File: config.mk
export PLATFORM = sky130hd
export DESIGN_NAME = fp_minmax_reduce_flat
export DESIGN_NICKNAME = d
export VERILOG_FILES = /design/src/rtl/fp_minmax_reduce_if.sv /design/src/rtl/fp_minmax_reduce.sv /design/src/flat_wrapper.sv
export SDC_FILE = /design/constraint.sdc
export NUM_CORES = 1
export LEC_CHECK = 0
export ABC_AREA = 1
export BUFFER_PORTS_ARGS = -buffer_cell sky130_fd_sc_hd__buf_2
export CELL_PAD_IN_SITES_DETAIL_PLACEMENT = 0
export CELL_PAD_IN_SITES_GLOBAL_PLACEMENT = 1
export CORE_ASPECT_RATIO = 1.1
export CORE_UTILIZATION = 37
export DETAILED_ROUTE_END_ITERATION = 10
export HOLD_SLACK_MARGIN = 0.05
export PLACE_DENSITY = 0.85
export SLEW_MARGIN = 15
export SYNTH_ARGS = -nofsm -noshare
export SYNTH_HDL_FRONTEND = slang
export SYNTH_SLANG_ARGS = --single-unit
File: constraint.sdc
create_clock -name clk -period 3.9 [get_ports clk]
set_input_delay 0.195 -clock clk [delete_from_list [all_inputs] [get_ports clk]]
set_output_delay 0.195 -clock clk [all_outputs]
set_load 0.005 [all_outputs]
File: src/rtl/fp_minmax_reduce_if.sv
// Stream and control bundle for the floating-point min/max reduction unit.
// Handshake: an element moves when in_valid and in_ready are both high on a
// rising clock edge; the master holds in_data stable while in_valid is high,
// in_ready never waits on in_valid, and in_data is don't-care otherwise.
interface fp_minmax_reduce_if #(
    parameter int DATA_W = 32,
    parameter int LEN_W  = 16
);
    logic              start;
    logic              max_n_min;
    logic [LEN_W-1:0]  len;
    logic              in_valid;
    logic              in_ready;
    logic [DATA_W-1:0] in_data;
    logic              busy;
    logic              done;
    logic [DATA_W-1:0] res;
    logic [LEN_W-1:0]  res_idx;
    logic              invalid;
    logic              all_nan;

    // Driver side: issues commands and elements, observes results.
    modport master (
        output start, max_n_min, len, in_valid, in_data,
        input  in_ready, busy, done, res, res_idx, invalid, all_nan
    );

    // Reduction unit side.
    modport slave (
        input  start, max_n_min, len, in_valid, in_data,
        output in_ready, busy, done, res, res_idx, invalid, all_nan
    );
endinterface

File: src/rtl/fp_minmax_reduce.sv
// Streaming floating-point min/max reduction with minNum/maxNum NaN skipping.
// Returns the winning value, its first-occurrence index, a sticky sNaN flag and
// an all-NaN indication. dbg_state exposes the FSM state (0 IDLE, 1 RUN).
module fp_minmax_reduce #(
    parameter int DATA_W = 32,
    parameter int EXP_W  = 8,
    parameter int LEN_W  = 16
) (
    input  logic                 clk,
    input  logic                 rst,
    fp_minmax_reduce_if.slave    bus,
    output logic                 dbg_state
);
    localparam int MANT_W = DATA_W - EXP_W - 1;
    localparam logic [DATA_W-1:0] CANON_NAN =
        {1'b0, {EXP_W{1'b1}}, 1'b1, {(MANT_W-1){1'b0}}};

    typedef enum logic {S_IDLE = 1'b0, S_RUN = 1'b1} state_t;

    state_t            state_q, state_d;
    logic [LEN_W-1:0]  len_q, len_d;
    logic              mode_q, mode_d;
    logic [LEN_W-1:0]  cnt_q, cnt_d;
    logic              have_q, have_d;
    logic [DATA_W-1:0] acc_q, acc_d;
    logic [LEN_W-1:0]  idx_q, idx_d;
    logic              sinv_q, sinv_d;
    logic              in_ready_q, in_ready_d;
    logic              busy_q, busy_d;
    logic              done_q, done_d;
    logic [DATA_W-1:0] res_q, res_d;
    logic [LEN_W-1:0]  res_idx_q, res_idx_d;
    logic              invalid_q, invalid_d;
    logic              all_nan_q, all_nan_d;

    logic              in_sign, acc_sign;
    logic [DATA_W-2:0] in_mag, acc_mag;
    logic              in_is_nan, in_is_snan;
    logic              cand_gt, cand_lt, cand_better;
    logic              accept;

    // Classify the incoming element and order it against the accumulator.
    always_comb begin
        in_sign    = bus.in_data[DATA_W-1];
        in_mag     = bus.in_data[DATA_W-2:0];
        acc_sign   = acc_q[DATA_W-1];
        acc_mag    = acc_q[DATA_W-2:0];
        in_is_nan  = (&bus.in_data[DATA_W-2 -: EXP_W]) && (|bus.in_data[MANT_W-1:0]);
        in_is_snan = in_is_nan && !bus.in_data[MANT_W-1];
        // Opposite signs: the positive one is bigger, which puts -0 below +0.
        if (in_sign != acc_sign) begin
            cand_gt = !in_sign;
            cand_lt = in_sign;
        end else if (in_sign) begin
            cand_gt = in_mag < acc_mag;
            cand_lt = in_mag > acc_mag;
        end else begin
            cand_gt = in_mag > acc_mag;
            cand_lt = in_mag < acc_mag;
        end
        // Strict comparison so ties keep the earliest index.
        cand_better = mode_q ? cand_gt : cand_lt;
        accept      = bus.in_valid && in_ready_q;
    end

    // Next-state and result computation for the IDLE/RUN controller.
    always_comb begin
        state_d    = state_q;
        len_d      = len_q;
        mode_d     = mode_q;
        cnt_d      = cnt_q;
        have_d     = have_q;
        acc_d      = acc_q;
        idx_d      = idx_q;
        sinv_d     = sinv_q;
        in_ready_d = in_ready_q;
        busy_d     = busy_q;
        done_d     = 1'b0;
        res_d      = res_q;
        res_idx_d  = res_idx_q;
        invalid_d  = invalid_q;
        all_nan_d  = all_nan_q;
        case (state_q)
            S_IDLE: begin
                if (bus.start) begin
                    len_d  = bus.len;
                    mode_d = bus.max_n_min;
                    cnt_d  = '0;
                    have_d = 1'b0;
                    sinv_d = 1'b0;
                    if (bus.len == '0) begin
                        // Empty vector completes immediately with a NaN result.
                        done_d    = 1'b1;
                        res_d     = CANON_NAN;
                        res_idx_d = '0;
                        all_nan_d = 1'b1;
                        invalid_d = 1'b0;
                    end else begin
                        state_d    = S_RUN;
                        in_ready_d = 1'b1;
                        busy_d     = 1'b1;
                    end
                end
            end
            S_RUN: begin
                if (accept) begin
                    cnt_d  = cnt_q + 1'b1;
                    sinv_d = sinv_q | in_is_snan;
                    if (!in_is_nan && (!have_q || cand_better)) begin
                        acc_d  = bus.in_data;
                        idx_d  = cnt_q;
                        have_d = 1'b1;
                    end
                    if (cnt_d == len_q) begin
                        state_d    = S_IDLE;
                        in_ready_d = 1'b0;
                        busy_d     = 1'b0;
                        done_d     = 1'b1;
                        res_d      = have_d ? acc_d : CANON_NAN;
                        res_idx_d  = have_d ? idx_d : '0;
                        invalid_d  = sinv_d;
                        all_nan_d  = !have_d;
                    end
                end
            end
            default: state_d = S_IDLE;
        endcase
    end

    // State and output registers; synchronous active-low reset drops any partial run.
    always_ff @(posedge clk) begin
        if (!rst) begin
            state_q    <= S_IDLE;
            len_q      <= '0;
            mode_q     <= 1'b0;
            cnt_q      <= '0;
            have_q     <= 1'b0;
            acc_q      <= '0;
            idx_q      <= '0;
            sinv_q     <= 1'b0;
            in_ready_q <= 1'b0;
            busy_q     <= 1'b0;
            done_q     <= 1'b0;
            res_q      <= '0;
            res_idx_q  <= '0;
            invalid_q  <= 1'b0;
            all_nan_q  <= 1'b0;
        end else begin
            state_q    <= state_d;
            len_q      <= len_d;
            mode_q     <= mode_d;
            cnt_q      <= cnt_d;
            have_q     <= have_d;
            acc_q      <= acc_d;
            idx_q      <= idx_d;
            sinv_q     <= sinv_d;
            in_ready_q <= in_ready_d;
            busy_q     <= busy_d;
            done_q     <= done_d;
            res_q      <= res_d;
            res_idx_q  <= res_idx_d;
            invalid_q  <= invalid_d;
            all_nan_q  <= all_nan_d;
        end
    end

    assign bus.in_ready = in_ready_q;
    assign bus.busy     = busy_q;
    assign bus.done     = done_q;
    assign bus.res      = res_q;
    assign bus.res_idx  = res_idx_q;
    assign bus.invalid  = invalid_q;
    assign bus.all_nan  = all_nan_q;
    assign dbg_state    = state_q;
endmodule

File: src/flat_wrapper.sv
// flat-port wrapper written by rule: the top's interface ports become plain ports
module fp_minmax_reduce_flat 
#(
    parameter int DATA_W = 32,
    parameter int EXP_W  = 8,
    parameter int LEN_W  = 16
)
  (clk, rst, dbg_state, bus_start, bus_max_n_min, bus_len, bus_in_valid, bus_in_data, bus_in_ready, bus_busy, bus_done, bus_res, bus_res_idx, bus_invalid, bus_all_nan);
  fp_minmax_reduce_if #(.DATA_W(DATA_W), .LEN_W(LEN_W)) bus_i ();
  input  logic clk;
  input  logic rst;
  output logic dbg_state;
  input wire logic [$bits(bus_i.start)-1:0] bus_start;
  input wire logic [$bits(bus_i.max_n_min)-1:0] bus_max_n_min;
  input wire logic [$bits(bus_i.len)-1:0] bus_len;
  input wire logic [$bits(bus_i.in_valid)-1:0] bus_in_valid;
  input wire logic [$bits(bus_i.in_data)-1:0] bus_in_data;
  output wire logic [$bits(bus_i.in_ready)-1:0] bus_in_ready;
  output wire logic [$bits(bus_i.busy)-1:0] bus_busy;
  output wire logic [$bits(bus_i.done)-1:0] bus_done;
  output wire logic [$bits(bus_i.res)-1:0] bus_res;
  output wire logic [$bits(bus_i.res_idx)-1:0] bus_res_idx;
  output wire logic [$bits(bus_i.invalid)-1:0] bus_invalid;
  output wire logic [$bits(bus_i.all_nan)-1:0] bus_all_nan;
  assign bus_i.start = bus_start;
  assign bus_i.max_n_min = bus_max_n_min;
  assign bus_i.len = bus_len;
  assign bus_i.in_valid = bus_in_valid;
  assign bus_i.in_data = bus_in_data;
  assign bus_in_ready = bus_i.in_ready;
  assign bus_busy = bus_i.busy;
  assign bus_done = bus_i.done;
  assign bus_res = bus_i.res;
  assign bus_res_idx = bus_i.res_idx;
  assign bus_invalid = bus_i.invalid;
  assign bus_all_nan = bus_i.all_nan;
  fp_minmax_reduce #(.DATA_W(DATA_W), .EXP_W(EXP_W), .LEN_W(LEN_W)) u_core (.clk(clk), .rst(rst), .bus(bus_i), .dbg_state(dbg_state));
endmodule
==> impl_metrics.toml <==
[sta]
finalHoldViolCount = 0
skew_ns = 0.0110
tightest_slew_ns = 0.707
fmax_ghz = 0.327
maxSlewViolCount = 0
fin_ws_ns = 0.841
setup_viol = 0
slew_headroom_pct = 52.9
hold_slack_ns = 0.0631
rsz0062_at_grt = "no"
finalSetupTns_ns = 0
min_period_ns = 3.06
fin_crit_sh_pct = 78.4

[clock_tree]
insertion_delay_ns = 0.43
clk_path_buf_depth = 2
cts.root.buffer_cell = "clkbuf_16"
cts_resized = 0
h-tree-depth = 4
cts_tree = "done"
post_cts_buffers = 0
cts.clk_slew.worst_paths_ns = 0.06
cts.sinks = 136
numCtsBuffers = 17
hold_buffers = 2

[detailed_routing]
vias = 7487
first_pass_iters = 8
antenna_left = 0
via_per_inst = 4.86
drt_iter0_markers = 530
drc = 20
routed_wl_um = 20600
wl_met3_um = 1030
wl_met1_um = 10100
wl_per_cell_um = 13.4
top_layer_used = "met4"
wl_met2_um = 9190

[global_routing]
grt_pass1_vias = 6825
antenna_found_initial = 0
grt_max_degree = 84
grt_pass1_wl_um = 34100
grt_usage_pct = 20.1
grt_overflow = 0

[floorplan]
core_um2 = 20000
dieArea_um2 = 21100
io_pins = 107
initial_core_util_pct = 38.0
die_h_um = 152
die_w_um = 139
fp-row-count = 54

[synthesis]
synth-compound-area-share_pct = 11.5
synthSimpleGateAreaFrac_pct = 34.6
synthArstFlopShare_pct = 0
ys_seq_elements = 136
synth_edf_count = 0
synth_mux_area_share_pct = 0
yosys.area.top_type = "dfxtp_1"
ys_types = 34
ys_seq_area_share_pct = 35.8
syn_nets = 1276
synth_ff_type = "dfxtp_1"
synth_top_family_by_area = "simple AND/OR/NAND/NOR gates"
yosys.area.top_type_share_pct = 35.8
synth_fa_ha_area_share_pct = 5.26
synth_xor_area_share_pct = 0.115
netlist_area_um2 = 7610
ys_top_cells_by_area = "dfxtp_1, nand2_1, nand3_1, inv_1, a21oi_1"
syn_area_per_cell_um2 = 6.39
yosys_warnings = 0
netlist_instances = 1191

[run_status]
status = "finished, violations left"
violations = "design-rule violations"

[critical_path]
arrival_ns = 3.35
cp.required_ns = 4.20
start_kind = "register"
worstSetupPathType = "register to register"
crit_top_cell = "nand2_1"
endpoint_kind = "register"
slowest_delay_ns = 0.54
cp_max_fo = 40
path_delay_family = "simple AND/OR/NAND/NOR gates"
path_buf_inv = 2
slowest_stage = "dfxtp_1"
crit_path_cell_trace = "ha_1, nand2_1, nor2_2, nand2_1, nand2_1, nor2_1, nor3_1, nand3_1, nor2_1, nand3_2, nand2_1, inv_1, buf_4, nand2_1, a21oi_1"

[layout]
final_common_cell = "nand2_1"
drive_above_1_share_pct = 13.9
diodes = 0
finalNonFillerCells = 1539
nets = 1359
design_area_um2 = 9010
fin_util_pct = 45.1
layout_common_cells = "nand2_1, inv_1, nand3_1"
syn2layout_area_growth_pct = 18.5

[power_and_ir_drop]
p_leak_nw = 4.29
peakVddDrop_mv = 0.323
power_switching_share_pct = 23.4
power.total_mw = 3.61
p_sw_mw = 0.845
seqPwrFrac_pct = 39.8
intPower_mw = 2.77
power_frac_clock_pct = 51.6
combPwrFrac_pct = 8.5
power_density_nw_per_um2 = 401

[placed_design]
dp_hpwl_um = 14100
gp_congestion = 0.856
port_buffers = 106
placed_area_um2 = 8310
dp_slack_ns = 0.815
dp.cells = 1505

[flow_run]
maxCapViolCount = 0

[min_path]
min_path_type = "input port to register"
-- worst register-to-register path, stage by stage, from the launching register on --
cell	delay (ns)
dfxtp_1	0.54
ha_1	0.33
nand2_1	0.13
nor2_2	0.18
nand2_1	0.10
nand2_1	0.10
nor2_1	0.04
nor3_1	0.22
nand3_1	0.11
nor2_1	0.19
nand3_2	0.14
nand2_1	0.30
inv_1	0.07
buf_4	0.28
nand2_1	0.15
a21oi_1	0.07
-- routing by layer --
layer / track usage [%] / vias to the layer above
met3: 3.55 / 22
met4: 6.77 / 0
met2: 32.0 / 174
met1: 27.4 / 3337
met5: 0 / -
li1: - / 3954
-- power groups by stage --
stage / clock network [mW] / registers, mW / logic [mW]
floorplan: 0 / 1.46 / 0.212
global placement: 0 / 1.47 / 0.305
global route: 1.96 / 1.44 / 0.357
finish: 1.86 / 1.44 / 0.308
detailed placement: 0 / 1.47 / 0.308
CTS: 1.90 / 1.44 / 0.311
-- synth_stat cells (5+ instances only) --
cell and instances:
a21oi_1 132, buf_1 5, buf_2 6, buf_4 7, clkbuf_1 35, dfxtp_1 136, ha_1 32, inv_1 183
nand2_1 365, nand2_2 5, nand3_1 161, nand4_1 12, nor2_1 41, nor4_1 7, o21ai_0 22, or2_2 10
-- logic make-up after synthesis --
group                      after synthesis
AOI/OAI and AO/OA                      166
xor gates and xnor gates                 1
adders and majority gates               32
buffers and inverters                  242
DFF                                    136
and+or+nand+nor                        614
-- path summary, 6_finish.rpt --
kind / startpoint / to / slack (ns) / cells past startpoint
max: u_core.cnt_q[0] / u_core.bus.res_idx[14] / 0.84 / 15
min: bus_len[2] / u_core.len_q[2] / 0.06 / 3
min reg2reg: u_core.bus.res[12] / u_core.bus.res[12] / 0.46 / 2
max reg2reg: u_core.cnt_q[0] / u_core.bus.res_idx[14] / 0.84 / 15
-- sequential cells by signal (all words and copies together) (netlist names), 16 cells and up --
name                count
u_core.acc_q           32
u_core.bus.res         32
u_core.bus.res_idx     16
u_core.cnt_q           16
u_core.idx_q           16
u_core.len_q           16
-- final cells by class --
class                      instances  area, um^2
clock inverter                    12         221
tap                              252         315
clock buffer                      20         457
timing repair buffer             121         673
multi-input combinational        813        3930
inverter                         185         694
sequential                       136        2720
fill                            2119       11000
Power figures use the tool's default switching activity.
